`src/rtl/conv1_layer1_pkg.sv`:
```
// Shared conv1 layer-1 constants and the dense accumulator state encoding.
// The mxmult stage imports the same package so both agree on word packing.
package conv1_layer1_pkg;

  localparam int C1_LANES      = 25;  // signed lanes per product word
  localparam int C1_LANE_W     = 16;  // lane width in bits
  localparam int C1_ACC_W      = 24;  // accumulator width in bits
  localparam int C1_ACC_LEN    = 9;   // product beats summed per output word
  localparam int C1_NUM_GROUPS = 64;  // output words per run

  typedef enum logic [1:0] {
    ST_IDLE = 2'd0,
    ST_ACC  = 2'd1,
    ST_OUT  = 2'd2
  } state_t;

endpackage

```
`src/rtl/conv1_layer1_relu_sat.sv`:
```
// ReLU plus saturation of one accumulator lane down to a lane-wide value.
module conv1_layer1_relu_sat
  import conv1_layer1_pkg::*;
#(
  parameter int ACC_W  = C1_ACC_W,
  parameter int LANE_W = C1_LANE_W
) (
  input  logic [ACC_W-1:0]  sum,
  output logic [LANE_W-1:0] lane
);

  // Largest positive value a signed lane can hold.
  localparam logic [ACC_W-1:0] SAT_MAX = ACC_W'((1 << (LANE_W - 1)) - 1);

  // Negative sums clamp to zero, large positive sums clamp to SAT_MAX.
  always_comb begin
    // NOTE: assign a default first so every path drives lane and no latch is inferred.
    lane = sum[LANE_W-1:0];
    if (sum[ACC_W-1]) begin
      lane = '0;
    end else if (sum > SAT_MAX) begin
      lane = SAT_MAX[LANE_W-1:0];
    end
  end

endmodule

```
`src/rtl/conv1_layer1_dense_acc.sv`:
```
// Dense accumulator for conv1 layer 1: sums ACC_LEN product beats per lane,
// applies ReLU/saturation and hands NUM_GROUPS words downstream per run.
module conv1_layer1_dense_acc
  import conv1_layer1_pkg::*;
#(
  parameter int LANES      = C1_LANES,
  parameter int LANE_W     = C1_LANE_W,
  parameter int ACC_W      = C1_ACC_W,
  parameter int ACC_LEN    = C1_ACC_LEN,
  parameter int NUM_GROUPS = C1_NUM_GROUPS
) (
  input  logic                    clk,
  input  logic                    rst,
  input  logic                    start,
  input  logic                    mult_res_v,
  input  logic [LANES*LANE_W-1:0] mult_res,
  input  logic                    out_ready,
  output logic                    need_data,
  output logic                    out_v,
  output logic [LANES*LANE_W-1:0] out_fea,
  output logic                    done,
  output logic                    overflow_err
);

  localparam int BEAT_W = (ACC_LEN > 1) ? $clog2(ACC_LEN) : 1;
  localparam int GRP_W  = (NUM_GROUPS > 1) ? $clog2(NUM_GROUPS) : 1;
  localparam logic [BEAT_W-1:0] LAST_BEAT = BEAT_W'(ACC_LEN - 1);
  localparam logic [GRP_W-1:0]  LAST_GRP  = GRP_W'(NUM_GROUPS - 1);

  state_t            state;
  logic [BEAT_W-1:0] beat_cnt;
  logic [GRP_W-1:0]  grp_cnt;

  logic signed [ACC_W-1:0] acc     [LANES];
  logic signed [ACC_W-1:0] acc_sum [LANES];
  logic [LANES*LANE_W-1:0] fea_next;

  // Per lane: sign-extend the incoming product, add it to the running sum,
  // and clamp the updated sum so the last beat's result can be registered directly.
  for (genvar i = 0; i < LANES; i++) begin : g_lane
    logic [LANE_W-1:0] lane_in;
    assign lane_in    = mult_res[i*LANE_W +: LANE_W];
    assign acc_sum[i] = acc[i] + {{(ACC_W - LANE_W){lane_in[LANE_W-1]}}, lane_in};

    conv1_layer1_relu_sat #(
      .ACC_W  (ACC_W),
      .LANE_W (LANE_W)
    ) u_relu_sat (
      .sum  (acc_sum[i]),
      .lane (fea_next[i*LANE_W +: LANE_W])
    );
  end

  // Run control FSM with registered outputs, accumulators and result word.
  always_ff @(posedge clk) begin
    if (rst) begin
      // NOTE: sequential state uses non-blocking assignments so every register
      // updates from pre-edge values regardless of statement order.
      state        <= ST_IDLE;
      beat_cnt     <= '0;
      grp_cnt      <= '0;
      out_fea      <= '0;
      out_v        <= 1'b0;
      done         <= 1'b0;
      need_data    <= 1'b0;
      overflow_err <= 1'b0;
      // NOTE: the accumulator array is reset explicitly because a run abandoned
      // mid-group must not leak partial sums into the next observable state.
      for (int i = 0; i < LANES; i++) acc[i] <= '0;
    end else begin
      done <= 1'b0;
      case (state)
        ST_IDLE: begin
          if (start) begin
            state        <= ST_ACC;
            need_data    <= 1'b1;
            beat_cnt     <= '0;
            grp_cnt      <= '0;
            overflow_err <= 1'b0;
            for (int i = 0; i < LANES; i++) acc[i] <= '0;
          end
          // A beat with nowhere to go is dropped and flagged; this wins over
          // the clear from a simultaneous start.
          if (mult_res_v) overflow_err <= 1'b1;
        end

        ST_ACC: begin
          if (mult_res_v) begin
            for (int i = 0; i < LANES; i++) acc[i] <= acc_sum[i];
            if (beat_cnt == LAST_BEAT) begin
              beat_cnt  <= '0;
              out_fea   <= fea_next;
              out_v     <= 1'b1;
              need_data <= 1'b0;
              state     <= ST_OUT;
            end else begin
              beat_cnt <= beat_cnt + 1'b1;
            end
          end
        end

        ST_OUT: begin
          if (mult_res_v) overflow_err <= 1'b1;
          // out_v is always high here, so out_ready alone completes the handshake.
          if (out_ready) begin
            out_v <= 1'b0;
            for (int i = 0; i < LANES; i++) acc[i] <= '0;
            if (grp_cnt == LAST_GRP) begin
              state <= ST_IDLE;
              done  <= 1'b1;
            end else begin
              grp_cnt   <= grp_cnt + 1'b1;
              need_data <= 1'b1;
              state     <= ST_ACC;
            end
          end
        end

        default: state <= ST_IDLE;
      endcase
    end
  end

endmodule

```
`config.mk`:
```
export PLATFORM = sky130hd
export DESIGN_NAME = conv1_layer1_dense_acc
export DESIGN_NICKNAME = d
export VERILOG_FILES = /design/src/rtl/conv1_layer1_pkg.sv /design/src/rtl/conv1_layer1_relu_sat.sv /design/src/rtl/conv1_layer1_dense_acc.sv
export SDC_FILE = /design/constraint.sdc
export NUM_CORES = 2
export LEC_CHECK = 0
export BUFFER_PORTS_ARGS = -buffer_cell sky130_fd_sc_hd__buf_2
export CELL_PAD_IN_SITES_DETAIL_PLACEMENT = 2
export CELL_PAD_IN_SITES_GLOBAL_PLACEMENT = 2
export CORE_MARGIN = 2
export CORE_UTILIZATION = 36
export DETAILED_ROUTE_END_ITERATION = 8
export PLACE_DENSITY = 0.78
export SLEW_MARGIN = 40
export SYNTH_ARGS = -nofsm -noshare
export SYNTH_HDL_FRONTEND = slang
export SYNTH_HIERARCHICAL = 1
export SYNTH_SLANG_ARGS = --single-unit
```
`constraint.sdc`:
```
create_clock -name clk -period 14.4 [get_ports clk]
set_clock_uncertainty 0.2 [all_clocks]
set_input_delay 2.88 -clock clk [delete_from_list [all_inputs] [get_ports clk]]
set_output_delay 2.88 -clock clk [all_outputs]
set_load 0.01 [all_outputs]
```
; Word level (Yosys, flattened, before mapping)
; Memories as Yosys holds them, arrays and structs flattened.
; Cells that the tools add are included.
[word_totals]
mem_bits_rw = 600
elab_cells = 330
ff_bits = 416
memories = 1
[mem_list]
columns = name, depth, word_bits, read_ports, rd_clocked_by_memory_dff, write_ports, line_no
row1 = acc, 25, 24, 25, 0, 25, conv1_layer1_dense_acc.sv:34  ; logic signed [ACC_W-1:0] acc [LANES];
[op_classes]
n_eq_ne = 11
n_lt_le_gt_ge = 25
bitwise_logic = 77
n_addsub = 27
n_mux = 168
n_reduce_logical = 13
[op_table]
columns = op, n
row1 = 2-to-1 mux 24 bit, 75
row2 = 2-to-1 mux 16 bit, 50
row3 = adder 24 bit, 25
row4 = "greater-than comparator 24 x 15 -> 1 bit, second input constant", 25
row5 = bitwise OR 1 bit, 75
row6 = 2-to-1 mux 1 bit, 27
row7 = 2-to-1 mux 6 bit, 3
row8 = 2-to-1 mux 4 bit, 3
row9 = "inequality test 2 bit, second input constant", 6
row10 = case mux 6 bit (2 select lines), 1
row11 = AND reduction 4 bit, 3
row12 = AND reduction 3 bit, 3
row13 = 2-to-1 mux 2 bit, 4
row14 = case mux 4 bit (2 select lines), 1
row15 = "adder 6 x 1 -> 6 bit, second input constant", 1
row16 = "== test 6 bit, second input constant", 1
row17 = case mux 2 bit (3 select lines), 1
row18 = AND reduction 6 bit, 1
row19 = nonzero test 2 bit, 3
row20 = "adder 4 x 1 -> 4 bit, second input constant", 1
row21 = "== test 4 bit, second input constant", 1
row22 = case mux 1 bit (2 select lines), 2
row23 = "inequality test 3 bit, second input constant", 1
row24 = case mux 1 bit (3 select lines), 1
row25 = other kinds (6), 7

; Longest topological paths before layout
[logic_depth]
depth_word = 7
depth_mapped = 16
mapped_depth_nobuf = 16

; Hierarchy
; Netlist, hierarchy kept.
[modules_own_cells]
columns = module, area_each_um2, seq_area_each_um2, instances, cells_per_inst
row1 = conv1_layer1_dense_acc, 63070.5, 23943.0, 1, 7128
row2 = conv1_layer1_relu_sat, 212.7, 0.0, 25, 37

; Least setup slack after synthesis
; OpenSTA, ideal clock, no wires.
[synth_path]
path_kind = input port to flip-flop
startpoint = in mult_res_v
endpoint = mem acc[1][47] (netlist name)
slack_ns = 1.077
stages = 7
arrival_ns = 13.054
cell_sequence = mux2i_1 -> nor2_1 -> nor2_1 -> clkinv_1 -> o2111a_1 -> a221o_1 -> a21oi_1
[synth_lines]
columns = element, line_no
row1 = from (decl), conv1_layer1_dense_acc.sv:15  ; input logic mult_res_v,
row2 = to (decl), conv1_layer1_dense_acc.sv:34

==> metrics.md <==
| Metric | Value |
|---|---|
| Mapped cell area | `0.0684 sq mm` |
| Global-route wire length before repair | `around 400 mm` |
| Die width | `440 microns` |
| Maximum vdd ir drop | `roughly 0.000077 V` |
| Worst-path clk slew | `around 0.060 ns` |
| Mapped Nets | `9,061` |
| Iteration-0 DRC Markers | `~2,500` |
| Clk sinks | `just over 1,000` |
| Root Driver | `clkbuf_16` |
| Worst setup EP type | `flop` |
| CORE AREA | `roughly 0.19 sq mm` |
| Total CTS buffers | `about 130` |
| Synthesized flop and latch total | `approximately 1,000` |
| Final Util | `a little over two fifths` |
| Layout Nets | `9,714` |
| Die area | `a little under 0.2 sq mm` |
| Post-CTS setup buffer count | `0` |
| Worst hold path depth | `2` |
| Worst relative slew slack | `between 40% and 50%` |
| Hold_ws | `about 0.25 ns` |
| Max Freq | `between 150 and 200 MHz` |
| CP arrival | `approximately 7.1 ns` |
| Min Tclk post-route | `about 6.6 ns` |
| Vias | `63,248` |
| Finished Layout Cells | `around 11,000` |
| Largest net degree at the start of global routing | `157` |
| Initial core utilization | `between 30% and 40%` |
| Die H | `approximately 440 microns` |
| CP max FO | `11` |
| Vias in the first global route | `69,771` |
| Syn-to-layout area delta | `16.3%` |
| Mapped Cells | `approximately 8,100` |
| Crit path from | `mult_res[240]` |
| H-tree Lvls | `4` |
| Reg-to-Reg Start | `acc[0][360]` |
| DRT Wirelength | `between 200 and 300 mm` |
| Final setup vio count | `0` |
| Leak | `between 30 and 40 nW` |
| Routability congestion estimate | `0.844` |
| Post-cts resize count | `0` |
| Post-CTS Hold Buffers | `0` |
| Hold endpoint | `out_fea[0]` |
| Share of cells above drive strength 1 | `about 14%` |
| Outcome | `completed` |
| Routed len/inst | `roughly 22 microns` |
| Grt total ovfl | `0` |
| RSZ-0062 raised after global routing | `no` |
| Final Hold Fails | `0` |
| Post-synth top flop | `dfxtp_1` |
| Crit path kind | `in2reg` |
| Initial antenna violation count | `roughly 110` |
| Worst skew pair latency | `roughly 0.81 ns` |
| Mean post-synth cell area | `between 8 and 9 sq um` |
| Cell Count Post-Placement | `~11,000` |
| # port buffers | `808` |
| Design Power | `a little under 9 mW` |
| Post-synthesis cell type count | `88` |
| Final setup TNS | `0 ns` |
| Critical path launch point type | `input port` |
| Post-Place Worst Slack | `7.19 ns` |
| Vias per cell | `5.56` |
| CTS tree | `built` |
| Worst hold path startpoint | `out_fea[0]` |
| P per Cell Area | `111 mW/mm^2` |
| Max_cap viols | `0` |
| Worst r2r dst | `out_fea[242]` |
| Gr usage total | `approximately a quarter` |
| Slew Limit Fails | `0` |
| Async set-reset flop share out of synthesis | `0%` |
| Synth Warn # | `6` |
| Fin area | `approximately 0.08 sq mm` |
| IO Pins | `809` |
| Number of synthesized flops with an enable pin | `360` |
| Number of cell rows | `between 150 and 200` |
| Worst EP required | `14.85 ns` |
| Final WS setup | `roughly 7.8 ns` |
| Cell count of the worst reg-to-reg path | `16` |
| Hpwl dp | `~180 mm` |
| Final Cycle Share | `roughly 46%` |
| Iteration count of the initial detailed-routing pass | `6` |
| Hold/Removal Path Class | `reg2reg` |
| Seq/Total Area, Yosys | `a little over a third` |
| Area after DPL | `0.0747 sq mm` |
| DRT antenna net count | `0` |
| Max clock buf depth | `3` |
| Flop2flop setup slack | `9.62 ns` |
| Least-Margin Pin Slew | `0.897 ns` |
| Drc violations | `0` |
==> cells by family (layout without fill, tap and decap cells) <==
kind of cell    Yosys count  in the layout  share of synthesized area, %
xor+xnor                525            525                          6.72
flops                  1016           1016                          35.0
buf+inv                 918           1681                          5.77
mux                      46             46                         0.677
simple gates           2427           2427                          17.2
compound gates         2493           2493                          23.2
fa+ha+maj               603            603                          11.3
other cells              25             84                         0.137
==> registers in the layout, summed over array words and instances (netlist names) <==
register,flops
acc,600
out_fea,400
grp_cnt,6
beat_cnt,4
state,2
done,1
need_data,1
out_v,1
overflow_err,1
==> cell usage in the layout (no fill, tap or decap), drive strengths merged, types with 347 or more instances in the layout <==
master / netlist / layout
a21oi: 872 / 872
nand2: 1071 / 1071
edfxtp: 360 / 360
dfxtp: 656 / 656
inv: 526 / 534
nor2: 363 / 363
buf: 108 / 909
a31oi: 438 / 438
and2: 347 / 347
ha: 578 / 578
==> worst max-delay path by stage <==
stage                    to  depth (start not counted)  slack, ns
2_1_floorplan    acc[1][47]                          7       1.08
3_3_place_gp   out_fea[251]                         16       7.05
3_5_place_dp   out_fea[242]                         17       7.19
4_1_cts        out_fea[242]                         17       7.94
5_1_grt        out_fea[242]                         17       7.57
6_report       out_fea[242]                         17       7.79
==> metal layers <==
metal	track usage, %	up-vias	share of wire, %	wire, microns
met3	3.86	529	3.6	9090
met5	0	-	0.081	206
met2	45.7	1071	50	128000
met1	29.4	31567	41	105000
met4	13.5	36	5.3	13600
li1	-	30045	-	-
==> critical path, stage by stage <==
cell and delay [ns]:
buf_2 0.11, ha_1 0.22, fa_1 0.41, a21o_1 0.18, a21oi_1 0.29, o21bai_1 0.12, a21o_1 0.25, a311oi_1 0.39
o21ai_1 0.22, a221oi_2 0.53, o21ai_1 0.14, xor2_1 0.19, nor4_4 0.49, buf_4 0.28, a31oi_1 0.13, nand2_1 0.13
a21oi_1 0.07
==> area by class of cell <==
class                   count  area (sq um)
diodes                     59           148
well taps                2495          3120
multi-input cells        6119         40700
inverters                 527          1990
clock buffers             200          4110
clock inverters            45           468
repair buffers            909          5030
fillers                 21035        109000
flip-flops and latches   1016         23900
==> Yosys cell counts, types with 15 or more instances <==
master	number	area share (%)
a211oi_1	47	0.52
a21o_1	294	3.2
a21oi_1	871	6.4
a22o_1	141	1.8
a22oi_1	64	0.70
a311oi_1	19	0.24
a31oi_1	438	4.0
a41oi_1	15	0.19
and2_1	347	3.2
and3_1	52	0.48
buf_2	23	0.17
buf_4	25	0.27
buf_6	50	0.82
clkbuf_1	283	1.6
conb_1	25	0.14
dfxtp_1	656	19
edfxtp_1	360	16
fa_1	25	0.73
ha_1	578	11
inv_1	526	2.9
mux2i_1	44	0.64
nand2_1	1071	5.9
nand2b_1	84	0.77
nand3_1	87	0.64
nand4_1	64	0.59
nor2_1	363	2.0
nor2b_1	67	0.61
nor3_1	129	0.94
nor3b_1	15	0.16
nor4_2	50	0.91
o211ai_1	18	0.20
o21a_1	66	0.72
o21ai_0	166	1.2
o21ai_1	77	0.56
o21bai_1	104	1.1
o31ai_1	25	0.27
or3_1	32	0.29
xnor2_1	329	4.2
xor2_1	196	2.5
==> where the power goes <==
group,switching [mW],internal (mW)
sequential,0.0501,3.09
combinational,1.37,0.802
clock,1.43,2.10
total,2.85,6.00
Power figures use the tool's default switching activity.
